--- config.mk ---
export PLATFORM = sky130hd
export DESIGN_NAME = sobel_row_feeder_flat
export DESIGN_NICKNAME = d
export VERILOG_FILES = /design/src/rtl/sobel_row_feeder_if.sv /design/src/rtl/sobel_row_feeder.sv /design/src/flat_wrapper.sv
export SDC_FILE = /design/constraint.sdc
export NUM_CORES = 1
export LEC_CHECK = 0
export CAP_MARGIN = 20
export CELL_PAD_IN_SITES_DETAIL_PLACEMENT = 0
export CELL_PAD_IN_SITES_GLOBAL_PLACEMENT = 1
export CORE_MARGIN = 4
export CORE_UTILIZATION = 40
export DETAILED_ROUTE_END_ITERATION = 12
export GPL_TIMING_DRIVEN = 0
export PLACE_DENSITY = 0.86
export SYNTH_ARGS = -nofsm -noshare
export SYNTH_HDL_FRONTEND = slang
export SYNTH_SLANG_ARGS = --single-unit
--- constraint.sdc ---
create_clock -name clk -period 2.8 [get_ports clk]
set_clock_uncertainty 0.05 [all_clocks]
set_input_delay 0.42 -clock clk [delete_from_list [all_inputs] [get_ports clk]]
set_output_delay 0.42 -clock clk [all_outputs]
set_load 0.005 [all_outputs]
--- src/rtl/sobel_row_feeder_if.sv ---
// Pixel-in / row-out bundle between a pixel source and sobel_row_feeder.
// Handshake semantics (both channels): a transfer happens at a rising edge
// where valid and ready are both high; the producer holds data stable while
// valid is high and ready is low, and ready may depend on state only.
interface sobel_row_feeder_if #(
    parameter int SIZE = 5
);
    logic [7:0]           pix_in;
    logic                 pix_valid;
    logic                 pix_ready;
    logic                 frame_sync;
    logic [SIZE-1:0][7:0] arr_out;
    logic                 row_valid;
    logic                 row_ready;
    logic                 row_first;
    logic                 row_last;

    // Pixel source / row consumer side
    modport master (
        output pix_in, pix_valid, frame_sync, row_ready,
        input  pix_ready, arr_out, row_valid, row_first, row_last
    );

    // Feeder side
    modport slave (
        input  pix_in, pix_valid, frame_sync, row_ready,
        output pix_ready, arr_out, row_valid, row_first, row_last
    );
endinterface

--- src/rtl/sobel_row_feeder.sv ---
// Serial-to-parallel row assembler feeding the Sobel filter. A fill buffer
// collects SIZE pixels while the output register presents the previous row;
// a two-state FSM (FILL/HOLD) stalls the pixel stream when a completed row
// cannot be handed over yet. dbg_hold_o exposes the FSM state (1 = HOLD).
module sobel_row_feeder #(
    parameter int SIZE   = 5,
    parameter int HEIGHT = 5
) (
    input  logic               clk,
    input  logic               rst,
    sobel_row_feeder_if.slave  bus,
    output logic               dbg_hold_o
);
    localparam int CW = (SIZE > 1) ? $clog2(SIZE) : 1;
    localparam int RW = (HEIGHT > 1) ? $clog2(HEIGHT) : 1;
    localparam logic [CW-1:0] COL_LAST = CW'(SIZE - 1);
    localparam logic [RW-1:0] ROW_LAST = RW'(HEIGHT - 1);

    typedef enum logic {
        ST_FILL = 1'b0,
        ST_HOLD = 1'b1
    } state_t;

    state_t               state_q, state_d;
    logic [CW-1:0]        col_q, col_d;
    logic [RW-1:0]        rcnt_q, rcnt_d;
    logic [SIZE-1:0][7:0] fill_q, fill_d;
    logic [SIZE-1:0][7:0] arr_q, arr_d;
    logic                 valid_q, valid_d;
    logic                 first_q, first_d;
    logic                 last_q, last_d;

    logic                 pix_ready;
    logic                 accept;
    logic                 out_free;
    logic                 load;
    logic [SIZE-1:0][7:0] load_row;

    // Handshake qualifiers; ready is held low throughout reset
    always_comb begin
        pix_ready = (state_q == ST_FILL) && !rst;
        accept    = bus.pix_valid && pix_ready;
        out_free  = !valid_q || bus.row_ready;
    end

    // Next-state: pixel fill, row hand-over, frame restart
    always_comb begin
        state_d  = state_q;
        col_d    = col_q;
        rcnt_d   = rcnt_q;
        fill_d   = fill_q;
        arr_d    = arr_q;
        valid_d  = valid_q;
        first_d  = first_q;
        last_d   = last_q;
        load     = 1'b0;
        load_row = fill_q;

        // Consumption; a load below overrides it (replace-in-place)
        if (valid_q && bus.row_ready) begin
            valid_d = 1'b0;
        end

        if (bus.frame_sync) begin
            // Drop partial or held row; a pixel on this edge opens row 0
            state_d = ST_FILL;
            rcnt_d  = '0;
            col_d   = '0;
            if (accept) begin
                fill_d[0] = bus.pix_in;
                col_d     = CW'(1);
            end
        end else begin
            case (state_q)
                ST_FILL: begin
                    if (accept) begin
                        if (col_q == COL_LAST) begin
                            col_d = '0;
                            if (out_free) begin
                                // Bypass the last pixel straight into the output
                                load               = 1'b1;
                                load_row[SIZE-1]   = bus.pix_in;
                            end else begin
                                fill_d[SIZE-1] = bus.pix_in;
                                state_d        = ST_HOLD;
                            end
                        end else begin
                            fill_d[col_q] = bus.pix_in;
                            col_d         = col_q + 1'b1;
                        end
                    end
                end
                ST_HOLD: begin
                    if (out_free) begin
                        load    = 1'b1;
                        state_d = ST_FILL;
                    end
                end
                default: state_d = ST_FILL;
            endcase
        end

        // Position flags travel with the row, taken from its assigned index
        if (load) begin
            arr_d   = load_row;
            valid_d = 1'b1;
            first_d = (rcnt_q == '0);
            last_d  = (rcnt_q == ROW_LAST);
            rcnt_d  = (rcnt_q == ROW_LAST) ? '0 : rcnt_q + 1'b1;
        end
    end

    // State and datapath registers with synchronous reset
    always_ff @(posedge clk) begin
        if (rst) begin
            state_q <= ST_FILL;
            col_q   <= '0;
            rcnt_q  <= '0;
            fill_q  <= '0;
            arr_q   <= '0;
            valid_q <= 1'b0;
            first_q <= 1'b0;
            last_q  <= 1'b0;
        end else begin
            state_q <= state_d;
            col_q   <= col_d;
            rcnt_q  <= rcnt_d;
            fill_q  <= fill_d;
            arr_q   <= arr_d;
            valid_q <= valid_d;
            first_q <= first_d;
            last_q  <= last_d;
        end
    end

    // Drive interface outputs and the debug state view
    always_comb begin
        bus.pix_ready = pix_ready;
        bus.arr_out   = arr_q;
        bus.row_valid = valid_q;
        bus.row_first = first_q;
        bus.row_last  = last_q;
        dbg_hold_o    = (state_q == ST_HOLD);
    end
endmodule
--- src/flat_wrapper.sv ---
// flat-port wrapper written by rule: the top's interface ports become plain ports
module sobel_row_feeder_flat 
#(
    parameter int SIZE   = 5,
    parameter int HEIGHT = 5
)
  (clk, rst, dbg_hold_o, bus_pix_in, bus_pix_valid, bus_frame_sync, bus_row_ready, bus_pix_ready, bus_arr_out, bus_row_valid, bus_row_first, bus_row_last);
  sobel_row_feeder_if #(.SIZE(SIZE)) bus_i ();
  input  logic clk;
  input  logic rst;
  output logic dbg_hold_o;
  input wire logic [$bits(bus_i.pix_in)-1:0] bus_pix_in;
  input wire logic [$bits(bus_i.pix_valid)-1:0] bus_pix_valid;
  input wire logic [$bits(bus_i.frame_sync)-1:0] bus_frame_sync;
  input wire logic [$bits(bus_i.row_ready)-1:0] bus_row_ready;
  output wire logic [$bits(bus_i.pix_ready)-1:0] bus_pix_ready;
  output wire logic [$bits(bus_i.arr_out)-1:0] bus_arr_out;
  output wire logic [$bits(bus_i.row_valid)-1:0] bus_row_valid;
  output wire logic [$bits(bus_i.row_first)-1:0] bus_row_first;
  output wire logic [$bits(bus_i.row_last)-1:0] bus_row_last;
  assign bus_i.pix_in = bus_pix_in;
  assign bus_i.pix_valid = bus_pix_valid;
  assign bus_i.frame_sync = bus_frame_sync;
  assign bus_i.row_ready = bus_row_ready;
  assign bus_pix_ready = bus_i.pix_ready;
  assign bus_arr_out = bus_i.arr_out;
  assign bus_row_valid = bus_i.row_valid;
  assign bus_row_first = bus_i.row_first;
  assign bus_row_last = bus_i.row_last;
  sobel_row_feeder #(.SIZE(SIZE), .HEIGHT(HEIGHT)) u_core (.clk(clk), .rst(rst), .bus(bus_i), .dbg_hold_o(dbg_hold_o));
endmodule
# Word-level counts from Yosys, hierarchy flattened
# Index checks and enable logic that the tools add are counted.
# W data, S select, Z words.
[op_classes]
n_reduce_logical = 16
eq_ne = 5
n_lt_le_gt_ge = 2
n_mux = 34
addsub = 2
n_bitwise = 3
[op_table]
columns = ["operator", "count"]
rows = [
  ["$mux W8", 13],
  ["$bwmux W40", 1],
  ["$demux W8 S3", 1],
  ["$mux W3", 7],
  ["$mux W1", 10],
  ["$reduce_and A4 Y1", 2],
  ["$add A3 B1 Y3 const B", 2],
  ["$eq A3 B3 Y1 const B", 2],
  ["$ne A2 B2 Y1 const B", 3],
  ["$reduce_bool A2 Y1", 3],
  ["$logic_and A1 B1 Y1", 4],
  ["$lt A3 B4 Y1 const B", 1],
  ["$pmux W1 S2", 2],
  ["$ge A3 B1 Y1 const B", 1],
  ["$logic_not A3 Y1", 1],
  ["$not A1 Y1", 3],
  ["$reduce_and A3 Y1", 1],
  ["$logic_not A1 Y1", 2],
  ["$reduce_and A2 Y1", 1],
  ["$reduce_or A2 Y1", 1],
  ["$logic_or A1 B1 Y1", 1],
]
[totals]
reg_bits = 90
output_inout_bits = 45

# Longest topological paths before layout
[logic_depth]
depth_word = 9
depth_mapped = 8
mapped_depth_nobuf = 6

# Least setup slack after synthesis
# OpenSTA, ideal clock, no wires.
[synth_timing]
kind = "input to register"
startpoint = "input port rst"
endpoint = "register u_core.fill_q[10] (netlist bit)"
setup_time_ps = 128
t_required_ps = 2622
path_slack_ps = 673
cell_stages = 7
arrival_time_ps = 1950
path_cell_list = "clkbuf_1 > or4b_4 > buf_6 > or4_1 > buf_2 > mux2i_1 > nor2_1"
[synth_between]
elab_chain_len = 4
[synth_rtl]
columns = ["element", "line", "rtl"]
rows = [
  ["start: declaration", "flat_wrapper.sv:10", "input logic rst;"],
  ["$logic_not A1 Y1", "sobel_row_feeder.sv:41", "pix_ready = (state_q == ST_FILL) && !rst;"],
  ["$logic_and A1 B1 Y1", "sobel_row_feeder.sv:41", ""],
  ["$logic_and A1 B1 Y1", "sobel_row_feeder.sv:42", "accept = bus.pix_valid && pix_ready;"],
  ["$reduce_and A4 Y1 (no line)", "--", ""],
  ["end signal: assignment", "sobel_row_feeder.sv:128", "fill_q <= fill_d;"],
  ["end: declaration", "sobel_row_feeder.sv:27", "logic [SIZE-1:0][7:0] fill_q, fill_d;"],
]
# Parallel ways exist; a longest one is shown, timed or not.
# A chain may end at the register's enable or synchronous reset.

# Final worst setup path
[layout_timing]
startpoint = "input port rst"
endpoint = "output port bus_pix_ready"
[layout_between]
elab_chain_len = 2
[layout_rtl]
columns = ["element", "line", "rtl"]
rows = [
  ["$logic_not A1 Y1", "sobel_row_feeder.sv:41", ""],
  ["$logic_and A1 B1 Y1", "sobel_row_feeder.sv:41", ""],
  ["end: declaration", "flat_wrapper.sv:16", "output wire logic [$bits(bus_i.pix_ready)-1:0] bus_pix_ready;"],
]
# Every way passes these cells.

==> flow_summary.toml <==
[setup_path]
path_buf_inv = 4
crit_type = "in2out"
timing.rr.end = "u_core.bus.row_last"
crit_required_ps = 2330
critPathArrivalTime_ps = 2130
worst-path-stages = 5
start_kind = "input port"
critPathMaxStageDelay_ps = 470
setup.worst_path.start = "rst"
crit_path_end_kind = "primary output"
cpMostUsedCell = "clkbuf_1"
crit_path_cell_trace = "clkbuf_1, clkbuf_1, clkbuf_1, nor2_1, clkdlybuf4s50_1"
reg2reg_slack_ps = 280
cp_top_family = "buffers and inverters"
cp_max_fo = 10
cpMaxStageDelayCell = "clkbuf_1"
r2r-start = "u_core.col_q[0]"
rr_worst_depth = 8

[clock_network]
cts_buffer_depth = 2
clock_latency_ps = 350
htree_num_levels = 3
cts_resized = 0
numCtsBuffers = 9
cts_root_buffer = "clkbuf_8"
clkTransAtPathRegs_ps = 80
clock-sinks = 90
cts_tree = "built"
postCtsSetupBuffers = 0
ctsHoldBuffers = 0

[floorplanning]
dieWidth_um = 102
ios = 58
initial_core_util_pct = 42.0
rows = 33
die_h_um = 102
coreArea_um2 = 8380
die_area_um2 = 10400

[cells_and_area]
fillers = 778
layout-area-overhead-vs-synth_pct = 25.4
fin_util_pct = 52.7
antenna_cells = 0
fin_nets = 422
drive_gt1_share_pct = 9.51

[sta]
tns_ps = 0
rsz0062_at_grt = "false"
slew_viol_final = 0
period_share_pct = 93.0
finalHoldViolations = 0
hold_ws_ps = 436
setup_viol = 0
fmax_mhz = 384
worst_pin_slew_ps = 1040
post-route-min-period_ps = 2600
slew_headroom_pct = 30.5

[power_and_ir_drop]
p_seq_share_pct = 56.4
power.internal_w = 0.00175
pwr-share-comb_pct = 4.4
clockPowerShare_pct = 39.2
p_sw_share_pct = 23.8
p_leak_nw = 1.61
netSwitchingPower_w = 0.000547
p_per_area_nw_per_um2 = 520
ir_worst_vdd_v = 0.000297

[synthesis]
synth_compound_area_share_pct = 6.57
synth_area_leaders = "dfxtp_1, mux2i_1, nor2_1"
ys_dominant_reg_cell = "dfxtp_1"
synthAdderAreaFrac_pct = 1.42
synthXorXnorAreaFrac_pct = 0
yosys.area.top_type = "dfxtp_1"
synth-async-reset-ratio_pct = 0
synth_cell_type_count = 35
syn-num-nets = 355
synth.top_cell.area_share_pct = 51.1
synth.most_common_cell = "dfxtp_1"
synthCells = 338
yosys-top-cells-count = "dfxtp_1, nor2_1, mux2i_1"
synth_top_family_by_area = "multiplexers"
synth_simple_gate_area_share_pct = 14.8
ys_warn_count = 0
syn_area_um2 = 3520
synthMuxAreaShare_pct = 22.7
yosysSeqAreaShare_pct = 51.1
synth_area_per_cell_um2 = 10.4
synth-edff-count = 0
ys_seq_elements = 90

[drt]
wirelength_um = 7790
vias = 2551
drt_iter0_drc = 88
wl_per_cell_um = 15.1
drc = 0
drt_pre_antenna_iters = 4
viasPerCell = 4.95
ant_nets = 0

[placement]
gp_congestion = 0.768
dp_hpwl_um = 5420
portBuffers = 56

[global_route]
grt_pass1_wl_um = 12600
antenna_found_initial = 0
overflow = 0
grt_pass1_vias = 2542
globalRouteTotalUtil_pct = 15.8
grt_max_degree = 17

[min_path]
min_path_cells = 2
hold_start = "u_core.rcnt_q[1]"
whs_endpoint = "u_core.rcnt_q[1]"
hp-class = "reg2reg"

[run_status]
status = "finished clean"

[run]
drv_cap = 0
## sequential cells by signal (all words and copies together), names as in the netlist
register,count
u_core.bus.row_first,1
u_core.fill_q,40
u_core.col_q,3
u_core.bus.row_valid,1
u_core.rcnt_q,3
u_core.dbg_hold_o,1
u_core.bus.row_last,1
u_core.bus.arr_out,40
## layout make-up
cell class	count	area, um2	area share [%]
multi-input cells	222	1600	36.3
repair buffers	56	561	12.7
plain buffers	21	100	2.27
flip-flops and latches	90	1800	40.8
clock inverters	6	73.8	1.67
clock buffers	10	128	2.89
well taps	105	131	2.97
inverters	5	18.8	0.425
## how the worst max path moves through the flow
stage	slack (ps)	to
after detailed placement	7	u_core.fill_q[16]
final	200	bus_pix_ready
after floorplan	670	u_core.fill_q[10]
after CTS	150	bus_pix_ready
after global placement	40	u_core.fill_q[16]
after global routing	40	bus_pix_ready
## stage by stage
stage / std cells / total power, W / setup slack [ps] / area, um2
floorplan: 338 / 0.00138 / 673 / 3520
global placement: 499 / 0.00143 / 36.7 / 4220
detailed placement: 499 / 0.00143 / 6.57 / 4220
CTS: 515 / 0.00232 / 146 / 4420
global route: 515 / 0.00238 / 43.6 / 4420
finish: 515 / 0.00230 / 196 / 4420
## worst reg2reg max path: stages (launching register included)
cell,delay (ps)
dfxtp_1,390
inv_2,130
ha_1,290
and4b_1,290
o211a_1,170
clkbuf_1,270
clkbuf_1,570
nand3_1,150
a21oi_1,140
## cells by family after synthesis
| logic type | after synthesis |
|---|---|
| DFF | 90 |
| AOI/OAI and AO/OA | 29 |
| muxes | 80 |
| buffers and inverters | 26 |
| and+or+nand+nor | 109 |
| adders and majority gates | 4 |
## power groups by stage
stage / sequential, W / clock, W / combinational (W)
CTS: 0.00129 / 0.000919 / 0.000102
global route: 0.00130 / 0.000973 / 0.000111
finish: 0.00129 / 0.000900 / 0.000101
global placement: 0.00132 / 0 / 0.000101
detailed placement: 0.00132 / 0 / 0.000102
floorplan: 0.00132 / 0 / 0.0000541
## layer usage
| metal | vias to the layer above | track usage, % | wire length (um) |
|---|---|---|---|
| li1 | 1290 | - | - |
| met1 | 1207 | 21.6 | 3830 |
| met2 | 46 | 25.3 | 3610 |
| met3 | 8 | 2.32 | 262 |
| met4 | 0 | 6.36 | 88 |
| met5 | - | 0 | 0 |
## cells in the final DEF (no fill, tap or decap), types with 2 or more instances in the layout
cell,instances
inv_2,2
inv_1,3
a211oi_2,8
nor4_4,2
nand2_1,5
o21ai_1,2
dfxtp_1,90
a21oi_1,8
nor2_1,84
nand3_1,2
mux2i_1,80
clkdlybuf4s50_1,56
nand2b_1,2
clkinvlp_4,2
nor3_1,2
buf_6,2
clkbuf_8,9
o21ai_0,5
nand3b_1,2
buf_2,5
clkbuf_1,15
ha_1,4
No activity file was read; power rests on OpenSTA's default activity.
